## config.mk

```make
export PLATFORM = sky130hd
export DESIGN_NAME = alsu_arbiter
export DESIGN_NICKNAME = d
export VERILOG_FILES = /design/src/rtl/alsu_arbiter.sv
export SDC_FILE = /design/constraint.sdc
export NUM_CORES = 1
export LEC_CHECK = 0
export CORE_MARGIN = 1
export CORE_UTILIZATION = 37
export DETAILED_ROUTE_END_ITERATION = 8
export GPL_TIMING_DRIVEN = 0
export PLACE_DENSITY = 0.86
export SETUP_SLACK_MARGIN = 0.3
export SYNTH_ARGS = -nofsm -noshare
export SYNTH_HDL_FRONTEND = slang
export SYNTH_SLANG_ARGS = --single-unit
export TNS_END_PERCENT = 30
```

## constraint.sdc

```tcl
create_clock -name clk -period 1.3 [get_ports clk]
set_input_delay 0.26 -clock clk [delete_from_list [all_inputs] [get_ports clk]]
set_output_delay 0.26 -clock clk [all_outputs]
set_load 0.005 [all_outputs]
```

## src/rtl/alsu_arbiter.sv

```systemverilog
// Round-robin arbiter and beat sequencer that shares one ALSU between NUM_REQ requesters.
// Screens illegal commands, preloads shift operands, and samples alsu_out at a fixed latency.
module alsu_arbiter #(
  parameter int NUM_REQ      = 2,
  parameter int IDW          = $clog2(NUM_REQ),
  parameter int CMD_W        = 16,
  parameter int ALSU_LATENCY = 2
) (
  input  logic                     clk,
  input  logic                     rst_n,
  input  logic [NUM_REQ-1:0]       req_valid,
  input  logic [CMD_W*NUM_REQ-1:0] req_cmd,
  output logic [NUM_REQ-1:0]       req_ready,
  output logic                     rsp_valid,
  input  logic                     rsp_ready,
  output logic [IDW-1:0]           rsp_id,
  output logic [5:0]               rsp_data,
  output logic                     rsp_err,
  output logic                     busy,
  output logic [2:0]               alsu_a,
  output logic [2:0]               alsu_b,
  output logic [2:0]               alsu_opcode,
  output logic                     alsu_cin,
  output logic                     alsu_red_op_a,
  output logic                     alsu_red_op_b,
  output logic                     alsu_bypass_a,
  output logic                     alsu_bypass_b,
  output logic                     alsu_direction,
  output logic                     alsu_serial_in,
  input  logic [5:0]               alsu_out
);

  typedef struct packed {
    logic       serial_in;
    logic       direction;
    logic       bypass_b;
    logic       bypass_a;
    logic       red_op_b;
    logic       red_op_a;
    logic       cin;
    logic [2:0] opcode;
    logic [2:0] b;
    logic [2:0] a;
  } cmd_t;

  typedef enum logic [2:0] {
    S_IDLE,
    S_LOAD,
    S_ISSUE,
    S_WAIT,
    S_RESP
  } state_t;

  localparam int CNT_W = (ALSU_LATENCY > 1) ? $clog2(ALSU_LATENCY) : 1;

  state_t           state_q, state_d;
  cmd_t             cmd_q, cmd_d;
  logic [IDW-1:0]   id_q, id_d;
  logic [IDW-1:0]   last_grant_q, last_grant_d;
  logic [CNT_W-1:0] cnt_q, cnt_d;
  logic [5:0]       data_q, data_d;
  logic             err_q, err_d;

  cmd_t             req_cmds [NUM_REQ];
  cmd_t             grant_cmd;
  cmd_t             pins;
  logic             grant_found;
  logic [IDW-1:0]   grant_idx;
  logic [IDW-1:0]   cand;
  logic             grant_bypass;
  logic             grant_bad;
  logic             grant_shift;
  logic             cur_shift;

  always_comb begin
    for (int i = 0; i < NUM_REQ; i++) begin
      req_cmds[i] = cmd_t'(req_cmd[i*CMD_W +: $bits(cmd_t)]);
    end
  end

  // Search upward starting one past the last served requester; first hit wins.
  always_comb begin
    // NOTE: every variable written here gets a default first so no path can infer a latch.
    grant_found = 1'b0;
    grant_idx   = '0;
    cand        = '0;
    for (int i = 1; i <= NUM_REQ; i++) begin
      cand = IDW'((int'(last_grant_q) + i) % NUM_REQ);
      if (!grant_found && req_valid[cand]) begin
        grant_found = 1'b1;
        grant_idx   = cand;
      end
    end
  end

  assign grant_cmd    = req_cmds[grant_idx];
  assign grant_bypass = grant_cmd.bypass_a | grant_cmd.bypass_b;
  assign grant_bad    = ((grant_cmd.red_op_a | grant_cmd.red_op_b) &
                         (grant_cmd.opcode[1] | grant_cmd.opcode[2])) |
                        (grant_cmd.opcode[2] & grant_cmd.opcode[1]);
  assign grant_shift  = !grant_bypass &&
                        (grant_cmd.opcode == 3'd4 || grant_cmd.opcode == 3'd5);
  assign cur_shift    = !(cmd_q.bypass_a | cmd_q.bypass_b) &&
                        (cmd_q.opcode == 3'd4 || cmd_q.opcode == 3'd5);

  always_comb begin
    state_d      = state_q;
    cmd_d        = cmd_q;
    id_d         = id_q;
    last_grant_d = last_grant_q;
    cnt_d        = cnt_q;
    data_d       = data_q;
    err_d        = err_q;
    unique case (state_q)
      S_IDLE: begin
        if (grant_found) begin
          cmd_d = grant_cmd;
          id_d  = grant_idx;
          if (grant_bad && !grant_bypass) begin
            state_d = S_RESP;
            data_d  = '0;
            err_d   = 1'b1;
          end else if (grant_shift) begin
            state_d = S_LOAD;
          end else begin
            state_d = S_ISSUE;
          end
        end
      end
      S_LOAD:  state_d = S_ISSUE;
      S_ISSUE: begin
        state_d = S_WAIT;
        cnt_d   = '0;
      end
      S_WAIT: begin
        if (cnt_q == CNT_W'(ALSU_LATENCY - 1)) begin
          state_d = S_RESP;
          data_d  = alsu_out;
          err_d   = 1'b0;
        end else begin
          cnt_d = cnt_q + 1'b1;
        end
      end
      S_RESP: begin
        // Fairness pointer only advances once the response has been taken.
        if (rsp_ready) begin
          state_d      = S_IDLE;
          last_grant_d = id_q;
        end
      end
      default: state_d = S_IDLE;
    endcase
  end

  // NOTE: state registers use non-blocking assignments so every flop samples pre-edge values.
  always_ff @(posedge clk) begin
    if (!rst_n) begin
      state_q      <= S_IDLE;
      cmd_q        <= '0;
      id_q         <= '0;
      last_grant_q <= IDW'(NUM_REQ - 1);
      cnt_q        <= '0;
      data_q       <= '0;
      err_q        <= 1'b0;
    end else begin
      state_q      <= state_d;
      cmd_q        <= cmd_d;
      id_q         <= id_d;
      last_grant_q <= last_grant_d;
      cnt_q        <= cnt_d;
      data_q       <= data_d;
      err_q        <= err_d;
    end
  end

  always_comb begin
    req_ready = '0;
    if (state_q == S_IDLE && grant_found && rst_n) begin
      req_ready[grant_idx] = 1'b1;
    end
  end

  // Shift ops act on the ALSU's previous result, so LOAD parks the operand there via bypass_a.
  always_comb begin
    pins = '0;
    if (state_q == S_LOAD) begin
      pins.bypass_a = 1'b1;
      pins.a        = cmd_q.a;
    end else if (state_q == S_ISSUE) begin
      if (cur_shift) begin
        pins.opcode    = cmd_q.opcode;
        pins.direction = cmd_q.direction;
        pins.serial_in = cmd_q.serial_in;
      end else begin
        pins = cmd_q;
      end
    end
  end

  assign alsu_a         = pins.a;
  assign alsu_b         = pins.b;
  assign alsu_opcode    = pins.opcode;
  assign alsu_cin       = pins.cin;
  assign alsu_red_op_a  = pins.red_op_a;
  assign alsu_red_op_b  = pins.red_op_b;
  assign alsu_bypass_a  = pins.bypass_a;
  assign alsu_bypass_b  = pins.bypass_b;
  assign alsu_direction = pins.direction;
  assign alsu_serial_in = pins.serial_in;

  assign busy      = (state_q != S_IDLE);
  assign rsp_valid = (state_q == S_RESP);
  assign rsp_id    = id_q;
  assign rsp_data  = data_q;
  assign rsp_err   = err_q;

endmodule

```

==> results.yml, run 1 <==
setup_path:
  slowest_stage: "or3_4"
  cp-start-kind: "register"
  critPathKind: "register to primary output"
  path_buf_inv: 2
  critPathRequiredTime_ps: 1040
  max_stage_delay_ps: 420
  critPathMaxFanout: 3
  worstSetupEndpointType: "primary output"
  arrival_ps: 1580
  cp_cell_sequence: "buf_6, or3_4, nor2_8, nand2_4, nor2_4, buf_2"
  critPathTopFamily: "simple AND/OR/NAND/NOR gates"
sta:
  fin_tns_setup_ps: -18550
  max_freq_ghz: 0.543
  fin_ws_ps: -541
  fin_crit_sh_pct: 142
  relSlewSlack_pct: 46.9
  setup_viol: 46
  min_period_ps: 1840
  rsz0062_at_grt: "true"
  tightest_slew_ps: 790
  slew_viol_final: 0
  final-hold-violation-count: 0
  skew_ps: 3.71
synth:
  ys_async_sr_fraction_pct: 0
  synth_top_area_share_pct: 36.8
  ys_warn_count: 0
  synth_ff_type: "dfxtp_1"
  synth_area_leaders: "dfxtp_1, a311oi_2, nand2_1, nor2_1, and2_1"
  synth_cell_types: 35
  yosys_register_bits: 29
  synth_edf_count: 0
  yosysTopAreaCell: "dfxtp_1"
  synth_nets: 227
  synth_cells: 184
  syn_area_mm2: 0.00158
  avgSynthCellArea_um2: 8.57
  ys_seq_area_share_pct: 36.8
floorplan:
  fp.dieH_um: 67.3
  initial_core_util_pct: 38.9
  core_area_mm2: 0.00406
  dieArea_mm2: 0.00453
  ios: 71
  fp-row-count: 23
  die-width_um: 67.3
cells_and_area:
  final_cell_mix: "clkdlybuf4s50_1, nand2_1, dfxtp_1, nor2_1, buf_6"
  fin_nets: 320
  diodes: 0
  fin_area_mm2: 0.00271
  drive_above_1_share_pct: 38.5
  final_common_cell: "clkdlybuf4s50_1"
  area_delta_synth_final_pct: 71.5
worst_hold_path:
  hp-class: "primary input to register"
outcome:
  violations: "setup timing"
  outcome: "complete, but fails checks"
routing:
  vias: 1755
  avgViaCountPerCell: 5.35
  route.detailed.wl_per_inst_um: 16.3
  routed_wl_mm: 5.34
  drcViolationCount: 0
  dr_wl_met2_mm: 2.77
  wl_met3_um: 202
  final_antenna_net_count: 0
  drt_iter0_markers: 67
  highest_layer: "met4"
  wl_met1_mm: 2.30
  drt-pass1-iter-count: 4
global_routing:
  grt_pass1_wl_mm: 7.78
  antenna_found_initial: 0
  grt.total_usage_pct: 23.1
  grt_start_max_net_pins: 11
  grt-ovfl-total: 0
  grt_pass1_vias: 1670
pwr:
  powerDensity_mw_per_mm2: 1010
  total_leakage_power_nw: 1.12
  irDropWorstVdd_mv: 0.510
place:
  finalWeightedCongestion: 0.924
  portBuffers: 70
  place_ws_ps: -1110
  hpwlAfterDp_mm: 3.37
  dpl_cell_area_mm2: 0.00235
clock_network:
  cts_buffers: 5
  cts.htree.levels: 2
  hold_buffers: 0
  cts_root_buffer: "clkbuf_8"
  clk_path_buf_depth: 2
  insertion_delay_ps: 280
  clkTransAtPathRegs_ps: 60
  clock_sinks: 29
  cts_tree: "done"
job:
  drv_cap: 0
power by group:
group	switching, mW	internal (mW)
clock network	0.348	0.478
registers	0.0606	0.967
logic	0.415	0.473
total	0.823	1.92
cell type report:
cell class,count,area [um2]
Buffer,10,98.8
Clock buffer,7,96.3
Clock inverter,1,5.00
Fill cell,310,1350
Inverter,4,15.0
Multi-Input combinational cell,141,1060
Sequential cell,29,596
Tap cell,50,62.6
Timing Repair Buffer,86,768
flip-flops by register name (all words and copies together) (netlist names):
signal	count
rsp_data	6
cnt_q	1
cmd_q	16
last_grant_q	1
state_q	3
rsp_id	1
rsp_err	1
Yosys cell counts (2+ instances only):
library cell  count
nor2_1           28
mux2i_1           4
o21a_1            2
a311oi_2         12
nand2_1          37
and2_1           13
nand2b_1          2
clkbuf_1          4
nor4_1            2
a2111oi_2         2
inv_1             4
o22ai_1           3
buf_6             3
dfxtp_1          29
a21oi_1           4
a32o_1            6
nor2b_1           3
nor3_1            5
nand3_1           2
a311oi_1          3
buf_2             2
layer usage:
metal / vias up / GRT usage (%)
met3: 8 / 4.22
met1: 841 / 28.2
met2: 64 / 39.0
met4: 0 / 10.4
met5: - / 0
li1: 842 / -
logic make-up (layout without fill, tap and decap cells):
| logic type | after synthesis | in the layout | share of synthesized area [%] |
|---|---|---|---|
| AND/OR/NAND/NOR | 97 | 97 | 29.2 |
| AO/OA/AOI/OAI | 40 | 40 | 26.3 |
| flip-flops | 29 | 29 | 36.8 |
| buffers and inverters | 14 | 108 | 5.15 |
| multiplexers | 4 | 4 | 2.54 |
repair_timing:
| item | in CTS | in global routing |
|---|---|---|
| pin swaps | 18 | 15 |
| gates cloned | 0 | 0 |
| setup buffers | 14 | 2 |
| setup endpoints to repair | 57 | 57 |
| resized for setup | 130 | 38 |
worst reg2reg max path: stages, from the launching register on:
cell and delay, ps:
dfxtp_4 360, buf_6 120, or3_4 420, nor2_8 120, buf_4 190, buf_6 170
nor2_1 70, a311oi_2 240
stage by stage:
stage | power (mW) | std cells | hold slack, ps | utilization, %
floorplan | 1.41 | 184 | 322 | -
finish | 2.74 | 328 | 409 | 66.7
global route | 2.84 | 328 | 407 | 66.7
global placement | 1.72 | 304 | 443 | 57.9
detailed placement | 1.74 | 304 | 456 | 57.9
CTS | 2.67 | 326 | 391 | 64.4
path summary, 6_finish.rpt:
path,startpoint,endpoint,slack [ps],cells past startpoint
hold / removal,rst_n,last_grant_q,410,2
hold reg to reg,rsp_err,rsp_err,480,2
setup reg to reg,state_q[2],cmd_q[2],-470,7
setup / recovery,state_q[2],req_ready[0],-540,6
No activity file was read; power rests on OpenSTA's default activity.
==> run 2, diff against run 1 <==
--- a/config.mk
+++ b/config.mk
@@ -5,7 +5,7 @@
 export SDC_FILE = /design/constraint.sdc
 export NUM_CORES = 1
 export LEC_CHECK = 0
-export CORE_MARGIN = 1
+export CORE_MARGIN = 4
 export CORE_UTILIZATION = 37
 export DETAILED_ROUTE_END_ITERATION = 8
 export GPL_TIMING_DRIVEN = 0
==> results.yml, run 2 (synthesized netlist as in run 1, its figures left out) <==
outcome:
  outcome: "complete, but fails checks"
  violations: "setup timing"
cells_and_area:
  multiInputGateArea_mm2: 0.00111
  final_cell_mix: "nand2_1, clkdlybuf4s50_1, dfxtp_1, nor2_1, buf_2"
  fin_nets: 322
  final_common_cell: "nand2_1"
  postLayoutCoreUtil_pct: 69.7
  seq_area_um2: 592
  num-fill-cells: 273
  largest_register_ffs: 16
  regMostFlops: "cmd_q"
  drive_above_1_share_pct: 40.0
  area_delta_synth_final_pct: 79.1
  diodes: 0
floorplan:
  core_area_mm2: 0.00406
  fp.dieH_um: 73.3
  ios: 71
  initial_core_util_pct: 38.9
  fp-row-count: 23
  die-width_um: 73.3
  dieArea_mm2: 0.00537
routing:
  avgViaCountPerCell: 5.61
  route.detailed.wl_per_inst_um: 17.9
  wl_met1_mm: 2.21
  wl_met3_um: 498
  final_antenna_net_count: 0
  drt_iter0_markers: 78
  highest_layer: "met4"
  drt-pass1-iter-count: 4
  vias: 1852
  drcViolationCount: 0
  routed_wl_mm: 5.89
  dr_wl_met2_mm: 2.97
pwr:
  intPower_mw: 1.87
  p_switching_uw: 846
  pwr-share-comb_pct: 35.9
  total_leakage_power_nw: 1.21
  irDropWorstVdd_mv: 0.581
  p_seq_share_pct: 38.2
  swShare_pct: 31.1
  power_frac_clock_pct: 25.9
  powerDensity_mw_per_mm2: 961
setup_path:
  max_stage_delay_ps: 370
  path_buf_inv: 2
  cp_cell_sequence: "buf_6, or3_4, nor2_8, nand2_4, nor2_4, buf_2"
  critPathRequiredTime_ps: 1040
  cp-startpoint: "state_q[0]"
  crit_cells: 6
  crit_end: "req_ready[0]"
  worstSetupEndpointType: "primary output"
  critPathMaxFanout: 5
  reg2reg_slack_ps: -370
  r2r-end: "rsp_id"
  reg2regPathDepth: 8
  timing.rr.start: "state_q[0]"
  arrival_ps: 1520
  critPathKind: "register to primary output"
  slowest_stage: "or3_4"
  cp-start-kind: "register"
  critPathTopFamily: "simple AND/OR/NAND/NOR gates"
sta:
  fin_tns_setup_ps: -14800
  min_period_ps: 1780
  rsz0062_at_grt: "true"
  max_freq_ghz: 0.561
  tightest_slew_ps: 502
  fin_ws_ps: -482
  setup_viol: 46
  slew_viol_final: 0
  final-hold-violation-count: 0
  fin_crit_sh_pct: 137
  relSlewSlack_pct: 66.4
  skew_ps: 3.97
global_routing:
  grt-ovfl-total: 0
  grt_pass1_vias: 1823
  grt_start_max_net_pins: 11
  grt_pass1_wl_mm: 8.51
  antenna_found_initial: 0
  grt.total_usage_pct: 20.5
clock_network:
  insertion_delay_ps: 280
  cts_tree: "done"
  cts_root_buffer: "clkbuf_8"
  cts.htree.levels: 2
  clkTransAtPathRegs_ps: 60
  clock_sinks: 29
  cts_buffers: 5
  clk_path_buf_depth: 2
worst_hold_path:
  hp-class: "primary input to register"
job:
  drv_cap: 0
place:
  finalWeightedCongestion: 0.879
  place_ws_ps: -1080
  hpwlAfterDp_mm: 3.63
  portBuffers: 70
-- run 2: changes by cell type in the layout (fill, tap and decap cells not counted), moves of 3 or more --
| cell | before | now |
|---|---|---|
| clkbuf_2 | 7 | 3 |
| dlymetal6s2s_1 | 2 | 9 |
| clkdlybuf4s50_1 | 39 | 32 |
| buf_12 | 0 | 3 |
| buf_6 | 18 | 13 |
| nor2_1 | 22 | 18 |
-- run 2: worst reg2reg max path, stage by stage (launching register included) --
cell and delay (ps):
dfxtp_2 320, buf_6 130, or3_4 370, nor2_8 120
buf_6 110, buf_12 130, buf_12 140, mux2i_1 190
nor2_1 50
-- run 2: repair_timing --
action | CTS | global route
gates cloned | 1 | 1
setup endpoints to repair | 57 | 57
hold buffers | 0 | 0
setup buffers | 9 | 7
pin swaps | 23 | 30
gates resized for setup | 133 | 54
endpoints found under the hold margin | 0 | 0
-- run 2: how the worst min path moves through the flow --
stage	from	to	slack (ps)	cells past startpoint
5_1_grt	req_cmd[10]	cmd_q[10]	390	3
3_5_place_dp	rsp_err	rsp_err	460	2
4_1_cts	rst_n	last_grant_q	380	2
3_3_place_gp	rsp_err	rsp_err	440	2
2_1_floorplan	rst_n	last_grant_q	320	1
6_report	req_cmd[26]	cmd_q[10]	370	3
-- run 2: routing by layer --
metal	vias to the layer above	track usage [%]
li1	850	-
met1	876	23.7
met2	98	34.9
met3	28	4.79
met4	0	10.9
met5	-	0
-- run 2: cell type report --
class	count	share of cell area, %
inverters	4	0.531
multi-input cells	141	39.3
well taps	50	2.21
plain buffers	10	4.21
repair buffers	88	29.9
flip-flops and latches	29	20.9
clock inverters	2	0.354
clock buffers	6	2.57
-- run 2: stage by stage --
step                      std cells  hold slack (ps)  total power [mW]  cell area, um2
after global placement          304              444              1.73            2350
after CTS                       322              381              2.56            2580
final                           330              369              2.72            2830
after global routing            330              385              2.83            2830
after floorplan                 184              322              1.41            1590
after detailed placement        304              463              1.75            2350
-- run 2: power groups by stage --
stage	registers [mW]	logic [mW]	clock network, mW
2_1_floorplan	1.02	0.392	0
3_3_place_gp	1.03	0.700	0
3_5_place_dp	1.03	0.714	0
4_1_cts	1.02	0.812	0.720
5_1_grt	1.04	1.04	0.751
6_report	1.04	0.975	0.703
==> run 3, diff against run 2 <==
--- a/config.mk
+++ b/config.mk
@@ -5,11 +5,13 @@
 export SDC_FILE = /design/constraint.sdc
 export NUM_CORES = 1
 export LEC_CHECK = 0
+export CELL_PAD_IN_SITES_DETAIL_PLACEMENT = 0
+export CELL_PAD_IN_SITES_GLOBAL_PLACEMENT = 1
 export CORE_MARGIN = 4
-export CORE_UTILIZATION = 37
+export CORE_UTILIZATION = 26
 export DETAILED_ROUTE_END_ITERATION = 8
 export GPL_TIMING_DRIVEN = 0
-export PLACE_DENSITY = 0.86
+export PLACE_DENSITY = 0.85
 export SETUP_SLACK_MARGIN = 0.3
 export SYNTH_ARGS = -nofsm -noshare
 export SYNTH_HDL_FRONTEND = slang
==> results.yml, run 3 (synthesized netlist as in run 1, its figures left out) <==
global_routing:
  grt_start_max_net_pins: 11
  grt_pass1_vias: 1686
  grt-ovfl-total: 0
  antenna_found_initial: 0
  grt.total_usage_pct: 13.6
  grt_pass1_wl_mm: 7.96
sta:
  fin_tns_setup_ps: -14230
  fin_crit_sh_pct: 135
  relSlewSlack_pct: 56.0
  tightest_slew_ps: 655
  max_freq_ghz: 0.571
  skew_ps: 6.04
  final-hold-violation-count: 0
  rsz0062_at_grt: "true"
  fin_ws_ps: -450
  slew_viol_final: 0
  min_period_ps: 1750
  setup_viol: 46
clock_network:
  clock_sinks: 29
  clkTransAtPathRegs_ps: 60
  cts_root_buffer: "clkbuf_8"
  hold_buffers: 0
  cts.htree.levels: 2
  insertion_delay_ps: 270
  cts_tree: "done"
  clk_path_buf_depth: 2
  cts_buffers: 5
floorplan:
  fp.dieH_um: 85.9
  fp-row-count: 28
  initial_core_util_pct: 26.6
  die-width_um: 85.9
  dieArea_mm2: 0.00738
  core_area_mm2: 0.00592
  ios: 71
cells_and_area:
  diodes: 0
  regMostFlops: "cmd_q"
  final_common_cell: "nand2_1"
  fin_area_mm2: 0.00288
  area_delta_synth_final_pct: 82.8
  num-fill-cells: 573
  drive_above_1_share_pct: 41.4
  fin_nets: 323
  final_cell_mix: "nand2_1, clkdlybuf4s50_1, dfxtp_1, buf_6, nor2_1"
  largest_register_ffs: 16
pwr:
  power.total_mw: 2.75
  irDropWorstVdd_mv: 0.356
  powerDensity_mw_per_mm2: 952
  total_leakage_power_nw: 1.20
setup_path:
  cp_cell_sequence: "buf_6, or3_4, nor2_8, nand2_4, nor2_2, buf_2"
  critPathKind: "register to primary output"
  cp-start-kind: "register"
  max_stage_delay_ps: 370
  worstSetupEndpointType: "primary output"
  reg2regPathDepth: 8
  slowest_stage: "or3_4"
  timing.rr.start: "state_q[0]"
  r2r-end: "rsp_id"
  arrival_ps: 1490
  critPathMaxFanout: 7
  critPathRequiredTime_ps: 1040
  reg2reg_slack_ps: -420
routing:
  drcViolationCount: 0
  routed_wl_mm: 5.39
  vias: 1711
  final_antenna_net_count: 0
  drt-pass1-iter-count: 4
  drt_iter0_markers: 43
  route.detailed.wl_per_inst_um: 15.2
  avgViaCountPerCell: 4.82
outcome:
  outcome: "complete, but fails checks"
  violations: "setup timing"
place:
  dpl_cell_area_mm2: 0.00238
  finalWeightedCongestion: 0.739
  portBuffers: 70
  hpwlAfterDp_mm: 3.82
worst_hold_path:
  min_from: "req_cmd[7]"
  hp-class: "primary input to register"
  whs_endpoint: "cmd_q[7]"
  holdPathStages: 3
job:
  drv_cap: 0
run 3: changes by cell type in the layout (fill, tap and decap cells not counted), sizes merged:
| cell | before | now |
|---|---|---|
| clkdlybuf4s50 | 32 | 34 |
| buf | 43 | 41 |
| clkbuf | 12 | 14 |
| clkinv | 2 | 0 |
| dlygate4sd2 | 2 | 4 |
| dlymetal6s2s | 9 | 7 |
run 3: area by class of cell:
class | count | area (um2) | share of cell area [%]
multi-input combinational | 141 | 1110 | 38.4
timing repair buffer | 89 | 873 | 30.3
sequential | 29 | 598 | 20.7
buffer | 10 | 110 | 3.82
tap | 75 | 93.8 | 3.25
clock buffer | 7 | 86.3 | 2.99
inverter | 4 | 15.0 | 0.521
run 3: routing by layer:
layer / vias to the layer above / part of all wire, % / global-route usage (%)
li1: 849 / - / -
met1: 795 / 44 / 17.4
met2: 62 / 49 / 22.6
met3: 5 / 6.8 / 3.46
met4: 0 / 0.65 / 3.60
met5: - / 0 / 0
run 3: worst max path at each step:
stage | from | to | slack [ps]
floorplan | state_q[0] | rsp_id | -120
global placement | req_valid[1] | req_ready[0] | -1130
detailed placement | req_valid[1] | req_ready[0] | -1140
CTS | state_q[0] | req_ready[0] | -540
global route | cmd_q[13] | alsu_cin | -520
finish | state_q[0] | req_ready[1] | -450
run 3: critical path, delay by kind of cell (launching register included):
family | cells | cell delay (ps)
simple gates | 4 | 650
buf+inv | 2 | 250
flops | 1 | 310
run 3: stage by stage:
| step | hold slack (ps) | std cells | setup WS (ps) | util [%] |
|---|---|---|---|---|
| final | 377 | 355 | -450 | 48.7 |
| after global placement | 444 | 329 | -1130 | 40.2 |
| after global routing | 392 | 355 | -524 | 48.7 |
| after CTS | 401 | 347 | -541 | 45.0 |
| after detailed placement | 458 | 329 | -1140 | 40.2 |
| after floorplan | 322 | 184 | -117 | - |
run 3: repair_timing:
| action | 4_1_cts | 5_1_grt |
|---|---|---|
| pin swaps | 15 | 32 |
| endpoints found under the setup margin | 57 | 57 |
| cloned | 0 | 1 |
| buffers inserted | 11 | 7 |
| resized for setup | 127 | 60 |
run 3: power by group:
group          leakage, nW  total, mW  switching, mW  internal [mW]
logic                0.915      0.980          0.436          0.545
registers            0.242       1.03         0.0620          0.969
clock network       0.0443      0.734          0.316          0.419
total                 1.20       2.75          0.813           1.93
